**config.mk**
```make
export PLATFORM = sky130hd
export DESIGN_NAME = imagem_pixel_streamer
export DESIGN_NICKNAME = d
export VERILOG_FILES = /design/src/rtl/imagem_pixel_streamer_pkg.sv /design/src/rtl/imagem_word_fifo.sv /design/src/rtl/imagem_pixel_streamer.sv
export SDC_FILE = /design/constraint.sdc
export NUM_CORES = 1
export LEC_CHECK = 0
export CORE_UTILIZATION = 45
export DETAILED_ROUTE_END_ITERATION = 12
export PLACE_DENSITY_LB_ADDON = 0.08
export SYNTH_ARGS = -nofsm -noshare
export SYNTH_HDL_FRONTEND = slang
export SYNTH_SLANG_ARGS = --single-unit
```
**constraint.sdc**
```tcl
create_clock -name clk -period 3.2 [get_ports clk]
set_clock_uncertainty 0.15 [all_clocks]
set_input_delay 0.96 -clock clk [delete_from_list [all_inputs] [get_ports clk]]
set_output_delay 0.96 -clock clk [all_outputs]
set_load 0.02 [all_outputs]
```
**src/rtl/imagem_pixel_streamer_pkg.sv**
```systemverilog
// Shared types and constants for the image pixel streamer.
package imagem_pixel_streamer_pkg;

  // Frame sequencer states.
  typedef enum logic {
    ST_IDLE = 1'b0,
    ST_RUN  = 1'b1
  } state_e;

  localparam int PIXELS_PER_WORD = 4;
  localparam int PIXEL_W         = 8;
  localparam int WORD_W          = PIXELS_PER_WORD * PIXEL_W;
  localparam int BYTE_IDX_W      = $clog2(PIXELS_PER_WORD);

  // Image RAM returns data a fixed number of cycles after the address.
  localparam int RD_LATENCY = 1;

endpackage

```
**src/rtl/imagem_word_fifo.sv**
```systemverilog
// Small synchronous word FIFO with first-word-fall-through read data.
module imagem_word_fifo #(
  parameter int DEPTH = 2,
  parameter int WIDTH = 32
) (
  input  logic                         clk,
  input  logic                         reset,
  input  logic                         i_push,
  input  logic [WIDTH-1:0]             i_wdata,
  input  logic                         i_pop,
  output logic [WIDTH-1:0]             o_rdata,
  output logic                         o_full,
  output logic                         o_empty,
  output logic [$clog2(DEPTH+1)-1:0]   o_count
);

  localparam int CNT_W = $clog2(DEPTH + 1);
  localparam int PTR_W = (DEPTH > 1) ? $clog2(DEPTH) : 1;

  logic [WIDTH-1:0] r_mem [DEPTH];
  logic [PTR_W-1:0] r_wr_ptr;
  logic [PTR_W-1:0] r_rd_ptr;
  logic [CNT_W-1:0] r_count;

  function automatic logic [PTR_W-1:0] next_ptr(input logic [PTR_W-1:0] ptr);
    return (ptr == PTR_W'(DEPTH - 1)) ? '0 : ptr + PTR_W'(1);
  endfunction

  // Storage write.
  // NOTE: the storage array is deliberately not reset; the reset count and
  // pointers already mark every entry invalid, and a resettable array costs flops.
  // NOTE: sequential state is always assigned with <= so every flop samples
  // pre-edge values regardless of statement order.
  always_ff @(posedge clk) begin
    if (i_push) r_mem[r_wr_ptr] <= i_wdata;
  end

  // Pointer and occupancy tracking; simultaneous push and pop leaves count unchanged.
  always_ff @(posedge clk or posedge reset) begin
    if (reset) begin
      r_wr_ptr <= '0;
      r_rd_ptr <= '0;
      r_count  <= '0;
    end else begin
      if (i_push) r_wr_ptr <= next_ptr(r_wr_ptr);
      if (i_pop)  r_rd_ptr <= next_ptr(r_rd_ptr);
      case ({i_push, i_pop})
        2'b10:   r_count <= r_count + CNT_W'(1);
        2'b01:   r_count <= r_count - CNT_W'(1);
        default: r_count <= r_count;
      endcase
    end
  end

  assign o_rdata = r_mem[r_rd_ptr];
  assign o_full  = (r_count == CNT_W'(DEPTH));
  assign o_empty = (r_count == '0);
  assign o_count = r_count;

endmodule

```
**src/rtl/imagem_pixel_streamer.sv**
```systemverilog
// Reads a frame of 32-bit words from the image RAM and streams it out as
// 8-bit pixels, least significant byte first, with sop/eop framing.
module imagem_pixel_streamer
  import imagem_pixel_streamer_pkg::*;
#(
  parameter int ADDR_W     = 18,
  parameter int LEN_W      = 19,
  parameter int FIFO_DEPTH = 2
) (
  input  logic               clk,
  input  logic               reset,
  input  logic               start,
  input  logic [ADDR_W-1:0]  base_addr,
  input  logic [LEN_W-1:0]   num_words,
  output logic               busy,
  output logic               done,
  output logic [ADDR_W-1:0]  mem_address,
  output logic               mem_chipselect,
  output logic               mem_write,
  output logic [3:0]         mem_byteenable,
  output logic               mem_clken,
  input  logic [31:0]        mem_readdata,
  output logic [7:0]         st_data,
  output logic               st_valid,
  input  logic               st_ready,
  output logic               st_sop,
  output logic               st_eop
);

  localparam int CNT_W = $clog2(FIFO_DEPTH + 1);
  localparam int OCC_W = CNT_W + 1;
  localparam logic [OCC_W-1:0] DEPTH_OCC = OCC_W'(FIFO_DEPTH);

  state_e                r_state;
  state_e                w_next_state;
  logic [ADDR_W-1:0]     r_base;
  logic [LEN_W-1:0]      r_num;
  logic [LEN_W-1:0]      r_issued;
  logic [LEN_W-1:0]      r_word_cnt;
  logic [BYTE_IDX_W-1:0] r_byte_idx;
  logic [RD_LATENCY-1:0] r_rd_pipe;
  logic                  r_done;

  logic                  w_start_ok;
  logic                  w_issue;
  logic                  w_hs;
  logic                  w_last_byte;
  logic                  w_pop;
  logic                  w_last_hs;
  logic                  w_fifo_full;
  logic                  w_fifo_empty;
  logic [CNT_W-1:0]      w_fifo_count;
  logic [OCC_W-1:0]      w_occupancy;
  logic [WORD_W-1:0]     w_head;

  assign w_start_ok  = (r_state == ST_IDLE) && start;
  assign w_occupancy = {1'b0, w_fifo_count} + OCC_W'($countones(r_rd_pipe));
  // Only reserve a read if there will be room for its data when it returns.
  assign w_issue     = (r_state == ST_RUN) && (r_issued < r_num) &&
                       !w_fifo_full && (w_occupancy < DEPTH_OCC);
  assign w_hs        = st_valid && st_ready;
  assign w_last_byte = (r_byte_idx == BYTE_IDX_W'(PIXELS_PER_WORD - 1));
  assign w_pop       = w_hs && w_last_byte;
  assign w_last_hs   = w_hs && st_eop;

  // State register.
  always_ff @(posedge clk or posedge reset) begin
    if (reset) r_state <= ST_IDLE;
    else       r_state <= w_next_state;
  end

  // Next-state logic: a zero-length start completes without leaving IDLE.
  always_comb begin
    // NOTE: default first so every path assigns the output and no latch is inferred.
    w_next_state = r_state;
    case (r_state)
      ST_IDLE: if (start && (num_words != '0)) w_next_state = ST_RUN;
      ST_RUN:  if (w_last_hs)                  w_next_state = ST_IDLE;
      default: w_next_state = ST_IDLE;
    endcase
  end

  // Frame parameters and read issue tracking; starts while busy are ignored.
  always_ff @(posedge clk or posedge reset) begin
    if (reset) begin
      r_base    <= '0;
      r_num     <= '0;
      r_issued  <= '0;
      r_rd_pipe <= '0;
    end else begin
      r_rd_pipe <= (r_rd_pipe << 1) | RD_LATENCY'(w_issue);
      if (w_start_ok) begin
        r_base   <= base_addr;
        r_num    <= num_words;
        r_issued <= '0;
      end else if (w_issue) begin
        r_issued <= r_issued + LEN_W'(1);
      end
    end
  end

  // Unpacker position: byte within the head word and words fully consumed.
  always_ff @(posedge clk or posedge reset) begin
    if (reset) begin
      r_byte_idx <= '0;
      r_word_cnt <= '0;
    end else if (w_start_ok) begin
      r_byte_idx <= '0;
      r_word_cnt <= '0;
    end else if (w_hs) begin
      r_byte_idx <= r_byte_idx + BYTE_IDX_W'(1);
      if (w_last_byte) r_word_cnt <= r_word_cnt + LEN_W'(1);
    end
  end

  // End-of-frame pulse, for both normal completion and zero-length frames.
  always_ff @(posedge clk or posedge reset) begin
    if (reset) r_done <= 1'b0;
    else       r_done <= (w_start_ok && (num_words == '0)) || w_last_hs;
  end

  imagem_word_fifo #(
    .DEPTH (FIFO_DEPTH),
    .WIDTH (WORD_W)
  ) u_fifo (
    .clk     (clk),
    .reset   (reset),
    .i_push  (r_rd_pipe[RD_LATENCY-1]),
    .i_wdata (mem_readdata),
    .i_pop   (w_pop),
    .o_rdata (w_head),
    .o_full  (w_fifo_full),
    .o_empty (w_fifo_empty),
    .o_count (w_fifo_count)
  );

  // RAM side: read-only master; the address wraps naturally at ADDR_W bits.
  assign mem_address    = r_base + r_issued[ADDR_W-1:0];
  assign mem_chipselect = w_issue;
  assign mem_write      = 1'b0;
  assign mem_byteenable = 4'hF;
  assign mem_clken      = 1'b1;

  // Stream side.
  assign busy     = (r_state == ST_RUN);
  assign done     = r_done;
  assign st_valid = !w_fifo_empty;
  assign st_data  = st_valid ? w_head[r_byte_idx*PIXEL_W +: PIXEL_W] : '0;
  assign st_sop   = st_valid && (r_word_cnt == '0) && (r_byte_idx == '0);
  assign st_eop   = st_valid && w_last_byte && (r_word_cnt == r_num - LEN_W'(1));

endmodule

```
* Yosys cells after proc, flatten, opt, wreduce, memory -nomap -nowiden
Memory sizes are Yosys's and may differ from the RTL's.
Cells that the tools add are included.
W data, S select, Z words.
** Storage, ports and cells
- Bits in registers :: 84
- Memory bits (writable) :: 64
- Bits of input ports :: 73
- Output and inout bits :: 38
- Word-level logic and storage cells :: 73
- Memories kept :: 1
** Memories
- u_fifo.r_mem :: depth 2, bits a word 32, read ports 1, clocked after Yosys merged registers in 0, write ports 1, line imagem_word_fifo.sv:20 : logic [WIDTH-1:0] r_mem [DEPTH];
** Cells by class
- Add/sub/neg operators :: 10
- Order comparisons :: 2
- Equality and inequality tests :: 5
- Shifts and indexed selects :: 1
- Mux-type cells :: 16
- Bitwise gates (word level) :: 1
- Reduce and logical (&&, ||, !) cells :: 26
** Operators with widths (count)
- $mux W19 :: 5
- $add A19 B1 Y19 const B :: 2
- $logic_not A19 Y1 :: 2
- $shiftx A32 B6 Y8 :: 1
- $eq A19 B19 Y1 :: 1
- $lt A19 B19 Y1 :: 1
- $reduce_bool A19 Y1 :: 1
- $sub A19 B1 Y19 const B :: 1
- $add A18 B18 Y18 :: 1
- $logic_and A1 B1 Y1 :: 13
- $mux W8 :: 1
- $reduce_bool A2 Y1 :: 4
- $eq A2 B2 Y1 const B :: 3
- $mux W1 :: 6
- $add A2 B1 Y2 const B :: 2
- $logic_not A2 Y1 :: 2
- $mux W2 :: 2
- $pmux W2 S2 :: 1
- $add A2 B1 Y3 :: 1
- $lt A3 B2 Y1 const B :: 1
- $add A1 B1 Y1 const B :: 2
- $eq A2 B1 Y1 const B :: 1
- $logic_not A1 Y1 :: 2
- $pmux W1 S2 :: 1
- 4 further kinds :: 4

* Depth between registers and ports, before layout
- Depth in word-level cells :: 7
- Gate-level depth with buffers :: 11
- Mapped depth without buffers :: 11

* By module
From an unflattened synthesis, not the netlist that was laid out.
** Unflattened totals
- Cell total of the unflattened synthesis :: 781
- Area, all modules :: 8428.1 sq um
** By module, submodules not included
- imagem_pixel_streamer :: instances 1, cells each 664, area an instance 5778.0 sq um, sequential area each 2001.9 sq um
- imagem_word_fifo :: instances 1, cells each 117, area an instance 2650.0 sq um, sequential area each 2021.9 sq um

* Worst setup path before layout
OpenSTA, ideal clock, no wires.
- Kind :: flip-flop to output port
- Start point :: register r_num[0]
- End point :: output port st_eop
- Arrival :: 2512 ps
- Setup slack :: -422 ps
- Cell stages (with the launch flop) :: 10
- Path buffers :: 0
- Cells stage by stage :: dfrtp_1 > inv_1 > ha_1 > nor4b_4 > nand3_1 > or3_1 > xnor2_1 > nor4_2 > nand4_1 > nor3_1
** On the way
- Cells in the longest elaborated chain, start to end :: 3
** RTL lines
- start, declared :: line imagem_pixel_streamer.sv:37 : logic [LEN_W-1:0] r_num;
- start signal, assigned :: line imagem_pixel_streamer.sv:94 : r_num <= num_words;
- $sub A19 B1 Y19 :: line imagem_pixel_streamer.sv:150 : assign st_eop = st_valid && w_last_byte && (r_word_cnt == r_num - LEN_W'(1));
- $eq A19 B19 Y1 :: line imagem_pixel_streamer.sv:150
- $logic_and A1 B1 Y1 :: line imagem_pixel_streamer.sv:150
- end, declared :: line imagem_pixel_streamer.sv:27 : output logic st_eop
No other way between the ends.

* Final worst setup path
- Start point :: register r_base[0]
- End point :: output port mem_address[16]
** On the way
- Cells in the longest elaborated chain, start to end :: 1
** RTL lines
- start, declared :: line imagem_pixel_streamer.sv:36 : logic [ADDR_W-1:0] r_base;
- start signal, assigned :: line imagem_pixel_streamer.sv:93 : r_base <= base_addr;
- $add A18 B18 Y18 :: line imagem_pixel_streamer.sv:138 : assign mem_address = r_base + r_issued[ADDR_W-1:0];
- end, declared :: line imagem_pixel_streamer.sv:17 : output logic [ADDR_W-1:0] mem_address,
No other way between the ends.

==> impl_table.tex <==
\begin{tabular}{lr}
\hline
Metric & Value \\
\hline
\multicolumn{2}{l}{\textbf{Status}} \\
\quad Violations in the final reports & negative setup slack \\
\quad Run status & finished with violations \\
\multicolumn{2}{l}{\textbf{Worst setup path}} \\
\quad Worst path slowest cell & sky130\_fd\_sc\_hd\_\_or4\_4 \\
\quad Worst endpoint data arrival time & $\sim$2.9 ns \\
\quad Worst r2r src & r\_issued[8] \\
\quad Type of origin of the critical path & flop \\
\quad Element type at the critical path end & primary output \\
\quad Start-to-end type of the worst setup path & reg2out \\
\quad Worst stage delay on the critical path & between 0.4 and 0.5 ns \\
\quad Terminus of the critical flop-to-flop path & r\_issued[10] \\
\quad Maximum fanout along the worst path & 2 \\
\quad Family of cells with the greatest summed delay on the critical path & compound AO/OA/AOI/OAI gates \\
\quad Cell depth of the worst setup path & 12 \\
\quad Buffers \& Inverters on Critical Path & 2 \\
\quad Data required time at the worst endpoint & 2.09 ns \\
\quad Worst-case reg-to-reg path depth & 14 \\
\quad Chain of cells forming the critical path & ha\_2, inv\_2, fa\_2, nor2b\_1, o21a\_1, o21ai\_2, a211oi\_2, or4\_4, a31o\_1, a21oi\_2, xnor2\_2, buf\_4 \\
\quad FF-to-FF setup slack & $\sim$0.16 ns \\
\multicolumn{2}{l}{\textbf{Synth}} \\
\quad Share of synthesized area spent on multiplexers & 4.95\% \\
\quad Simple-gate share of the synthesized area & 17.5\% \\
\quad Adder-Cell Fraction of Synth Area & about 6.7\% \\
\quad Post-synthesis compound-gate area fraction & 9.10\% \\
\quad Cell types with the largest area share after synthesis & sky130\_fd\_sc\_hd\_\_dfrtp\_1 (26\%), sky130\_fd\_sc\_hd\_\_edfxtp\_1 (24\%), sky130\_fd\_sc\_hd\_\_ha\_1 (6.5\%), sky130\_fd\_sc\_hd\_\_nand2\_1 (5.4\%), sky130\_fd\_sc\_hd\_\_mux4\_2 (4.5\%) \\
\quad Average footprint of a synthesized cell & about 11 sq um \\
\quad Share of synthesized area occupied by flip-flops and latches & roughly 50\% \\
\quad Share of the synthesized netlist area taken by xor and xnor gates & 7.37\% \\
\quad Number of synthesized register bits & approximately 150 \\
\quad Synthesized netlist cell count & 760 \\
\quad Top\_reg\_cell synth & sky130\_fd\_sc\_hd\_\_dfrtp\_1 \\
\quad Count of flip-flops with a built-in enable after synthesis & 64 \\
\quad Ys async rst share & between 50\% and 60\% \\
\quad Synth Warn \# & 0 \\
\quad Netlist cell types & 67 \\
\quad Synth top area share & between 20\% and 30\% \\
\quad Cell types with the highest counts after synthesis & sky130\_fd\_sc\_hd\_\_nand2\_1 (117), sky130\_fd\_sc\_hd\_\_dfrtp\_1 (84), sky130\_fd\_sc\_hd\_\_edfxtp\_1 (64) \\
\quad Summed instance area of the synthesized netlist & around 8100 sq um \\
\quad Most instantiated library cell after synthesis & sky130\_fd\_sc\_hd\_\_nand2\_1 \\
\quad Main combinational cell family by area after synthesis & simple AND/OR/NAND/NOR gates \\
\quad Synth area leader & sky130\_fd\_sc\_hd\_\_dfrtp\_1 \\
\multicolumn{2}{l}{\textbf{STA}} \\
\quad Unrepaired setup endpoints after global routing & true \\
\quad Max frequency & about 250 MHz \\
\quad Crit share post-route & 125\% \\
\quad Final-report hold violation count & 0 \\
\quad Worst Tran Pin Value & around 0.51 ns \\
\quad Number of failing setup endpoints in the final timing report & 15 \\
\quad Smallest hold slack & about 0.35 ns \\
\quad Smallest setup slack after layout & -0.796 ns \\
\quad Min cycle time layout & 4.00 ns \\
\quad Total count of max-transition violations in the final report & 0 \\
\quad Max-Slew Margin vs Limit & 65.6\% \\
\multicolumn{2}{l}{\textbf{Floorplan}} \\
\quad Placement row count & 48 \\
\quad Placeable core region & roughly 17,000 sq um \\
\quad Die height & 136 um \\
\quad Horizontal extent of the die & 136 um \\
\quad I/O pins & roughly 110 \\
\quad Area enclosed by the die boundary & roughly 19,000 sq um \\
\quad Initial cell density of the core & 46.4\% \\
\multicolumn{2}{l}{\textbf{Clocking}} \\
\quad TritonCTS Buffers & 17 \\
\quad Maximum count of clock buffers along a single path & 2 \\
\quad Root buffer cell & sky130\_fd\_sc\_hd\_\_clkbuf\_16 \\
\quad H-tree depth & 4 \\
\quad Clock tree from TritonCTS & done \\
\quad Post-CTS Hold Buffers & 0 \\
\quad Clock latency reported for the late side of the worst-skew pair & 0.43 ns \\
\quad Number of sinks driven by the clock tree & 148 \\
\quad Clock transition time at the flip-flop clock pins of the worst setup and hold paths & roughly 0.07 ns \\
\multicolumn{2}{l}{\textbf{Finish}} \\
\quad Multi-input combinational cell area & 4100 sq um \\
\quad Filler instances & roughly 1,400 \\
\quad Total number of nets in the final design & 1,123 \\
\quad Area added between synthesis and finish & 41.4\% \\
\quad Inserted Diodes & 0 \\
\quad Final cell count without fillers & $\sim$1,200 \\
\quad FF+latch area & 4030 sq um \\
\quad Final instance area & between 10,000 and 15,000 sq um \\
\quad Share of layout cells above drive strength 1 & 29.4\% \\
\multicolumn{2}{l}{\textbf{Route}} \\
\quad Top metal layer carrying routed signals & met4 \\
\quad M1 WL & roughly 9600 um \\
\quad Count of vias placed by the detailed router & between 6,000 and 7,000 \\
\quad Ratio of routed vias to standard cells & between 5 and 6 \\
\quad Drt total wl & 20,900 um \\
\quad Number of DRC violations after detailed-routing iteration 0 & 369 \\
\quad Met2 wire length & $\sim$10,000 um \\
\quad Met3 wire length & 786 um \\
\quad Wire length per cell & roughly 17 um \\
\quad Post-route DRC & 0 \\
\quad Remaining antenna violation count & 0 \\
\quad Length of the first detailed-routing pass in iterations & 4 \\
\multicolumn{2}{l}{\textbf{Place}} \\
\quad Placed cell count & between 1,000 and 1,500 \\
\quad DP Area & around 10,000 sq um \\
\quad Placement Setup Slack & -0.838 ns \\
\quad Final weighted congestion of routability-driven global placement & about 0.84 \\
\quad Quantity of I/O buffers inserted on ports & 104 \\
\quad HPWL after detailed placement & roughly 15,000 um \\
\multicolumn{2}{l}{\textbf{Power}} \\
\quad Net Sw Frac & between 30\% and 40\% \\
\quad Portion of total power attributed to sequential cells & 30.7\% \\
\quad Net Switching & approximately 3.0 mW \\
\quad Worst-case vdd ir drop & between 0.6 and 0.7 mV \\
\quad P\_leak & a little under 5 nW \\
\quad Portion of total power attributed to combinational logic & between 40\% and 50\% \\
\quad Cell Pwr Density & 721 nW/um\^{}2 \\
\quad Clock network fraction of total power & around a quarter \\
\quad Internal & roughly 5.2 mW \\
\quad Total power after layout & 8.24 mW \\
\multicolumn{2}{l}{\textbf{GRT}} \\
\quad Tot GR Track Use & between 20 and 25\% \\
\quad First-pass GRT wire length & 33,600 um \\
\quad Initial antenna violation count & 0 \\
\quad Leftover overflow at the end of global routing & 0 \\
\quad Via count of the first global-routing pass & a little under 7,000 \\
\quad Largest net degree at the start of global routing & 93 \\
\multicolumn{2}{l}{\textbf{Min path}} \\
\quad Tightest Hold Check Type & reg2reg \\
\quad Endpoint of the worst hold path & r\_base[5] \\
\quad Hold-critical path depth & 2 \\
\quad Min-Delay Startpoint & r\_base[5] \\
\multicolumn{2}{l}{\textbf{Run}} \\
\quad \# Max-Cap Violations & 0 \\
\hline
\end{tabular}
==> layout make-up <==
| class | count | share of cell area, % |
|---|---|---|
| multi-input cells | 540 | 35.8 |
| well taps | 225 | 2.46 |
| clock buffers | 17 | 3.72 |
| inverters | 38 | 1.30 |
| clock inverters | 15 | 1.63 |
| repair buffers | 262 | 19.8 |
| flip-flops and latches | 148 | 35.2 |
==> tightest hold or removal path, cell delays in order (launching register included) <==
cell,delay [ns]
sky130_fd_sc_hd__dfrtp_1,0.36
sky130_fd_sc_hd__nand2_1,0.05
sky130_fd_sc_hd__nand2_1,0.06
==> registers in the layout, summed over array words and instances (netlist names) <==
name             count
u_fifo.r_mem        64
r_issued            19
r_num               19
r_word_cnt          19
r_base              18
r_byte_idx           2
u_fifo.o_count       2
busy                 1
done                 1
r_rd_pipe            1
u_fifo.r_rd_ptr      1
u_fifo.r_wr_ptr      1
==> power groups by stage <==
stage / clock (mW) / sequential [mW] / combinational (mW)
after floorplan: 0 / 2.54 / 1.86
after global placement: 0 / 2.52 / 3.31
after detailed placement: 0 / 2.54 / 3.37
after CTS: 2.06 / 2.50 / 3.40
after global routing: 2.13 / 2.56 / 4.01
final: 2.01 / 2.53 / 3.70
==> worst max-delay path by stage <==
| stage | end | slack, ns | startpoint |
|---|---|---|---|
| 2_1_floorplan | mem_address[16] | -0.19 | r_issued[0] |
| 3_3_place_gp | mem_address[16] | -0.79 | r_base[0] |
| 3_5_place_dp | mem_address[16] | -0.84 | r_base[0] |
| 4_1_cts | mem_address[16] | -0.79 | r_base[0] |
| 5_1_grt | mem_address[16] | -0.89 | r_issued[0] |
| 6_report | mem_address[16] | -0.80 | r_base[0] |
==> per-layer routing <==
layer	global-route usage, %	up-vias
met5	0	-
met1	31.3	3146
met3	4.36	23
met2	40.4	140
li1	-	3204
met4	7.65	0
==> cell families after synthesis <==
logic type      after synthesis
compound gates              119
simple gates                284
buf+inv                      76
mux                          20
xor+xnor                     68
fa+ha+maj                    43
flops                       148
other cells                   2
==> cells in the final DEF, fill, tap and decap left out, types with 6 or more instances in the layout <==
master and instances:
sky130_fd_sc_hd__ha_4 11, sky130_fd_sc_hd__xnor2_1 27, sky130_fd_sc_hd__a21o_1 11, sky130_fd_sc_hd__clkinv_8 6, sky130_fd_sc_hd__edfxtp_1 64, sky130_fd_sc_hd__nand3_1 20, sky130_fd_sc_hd__ha_1 30, sky130_fd_sc_hd__nor2_1 48
sky130_fd_sc_hd__clkdlybuf4s15_1 6, sky130_fd_sc_hd__a21oi_2 7, sky130_fd_sc_hd__nor4_1 12, sky130_fd_sc_hd__buf_4 157, sky130_fd_sc_hd__clkdlybuf4s50_1 76, sky130_fd_sc_hd__dfrtp_1 82, sky130_fd_sc_hd__nand2_1 117, sky130_fd_sc_hd__xor2_1 33
sky130_fd_sc_hd__or3_1 7, sky130_fd_sc_hd__o21ai_0 34, sky130_fd_sc_hd__nor3_1 6, sky130_fd_sc_hd__a21oi_1 23, sky130_fd_sc_hd__conb_1 6, sky130_fd_sc_hd__nand4_1 19, sky130_fd_sc_hd__xnor2_2 6, sky130_fd_sc_hd__inv_1 31
sky130_fd_sc_hd__clkbuf_16 19, sky130_fd_sc_hd__buf_6 8, sky130_fd_sc_hd__and3_1 13, sky130_fd_sc_hd__mux4_2 16
==> stage by stage <==
step                      utilization [%]  TNS (ns)
after floorplan                         -    -0.441
after global placement               59.8     -6.42
after detailed placement             59.8     -6.97
after CTS                            64.2     -7.75
after global routing                 65.6     -8.26
final                                65.6     -6.73
==> repair_timing <==
action / in CTS / in global routing
hold endpoints to repair: 0 / 0
resized for setup: 113 / 61
pin swaps: 18 / 18
setup endpoints to repair: 29 / 28
setup buffers: 10 / 11
gates cloned: 0 / 2
Power figures use the tool's default switching activity.
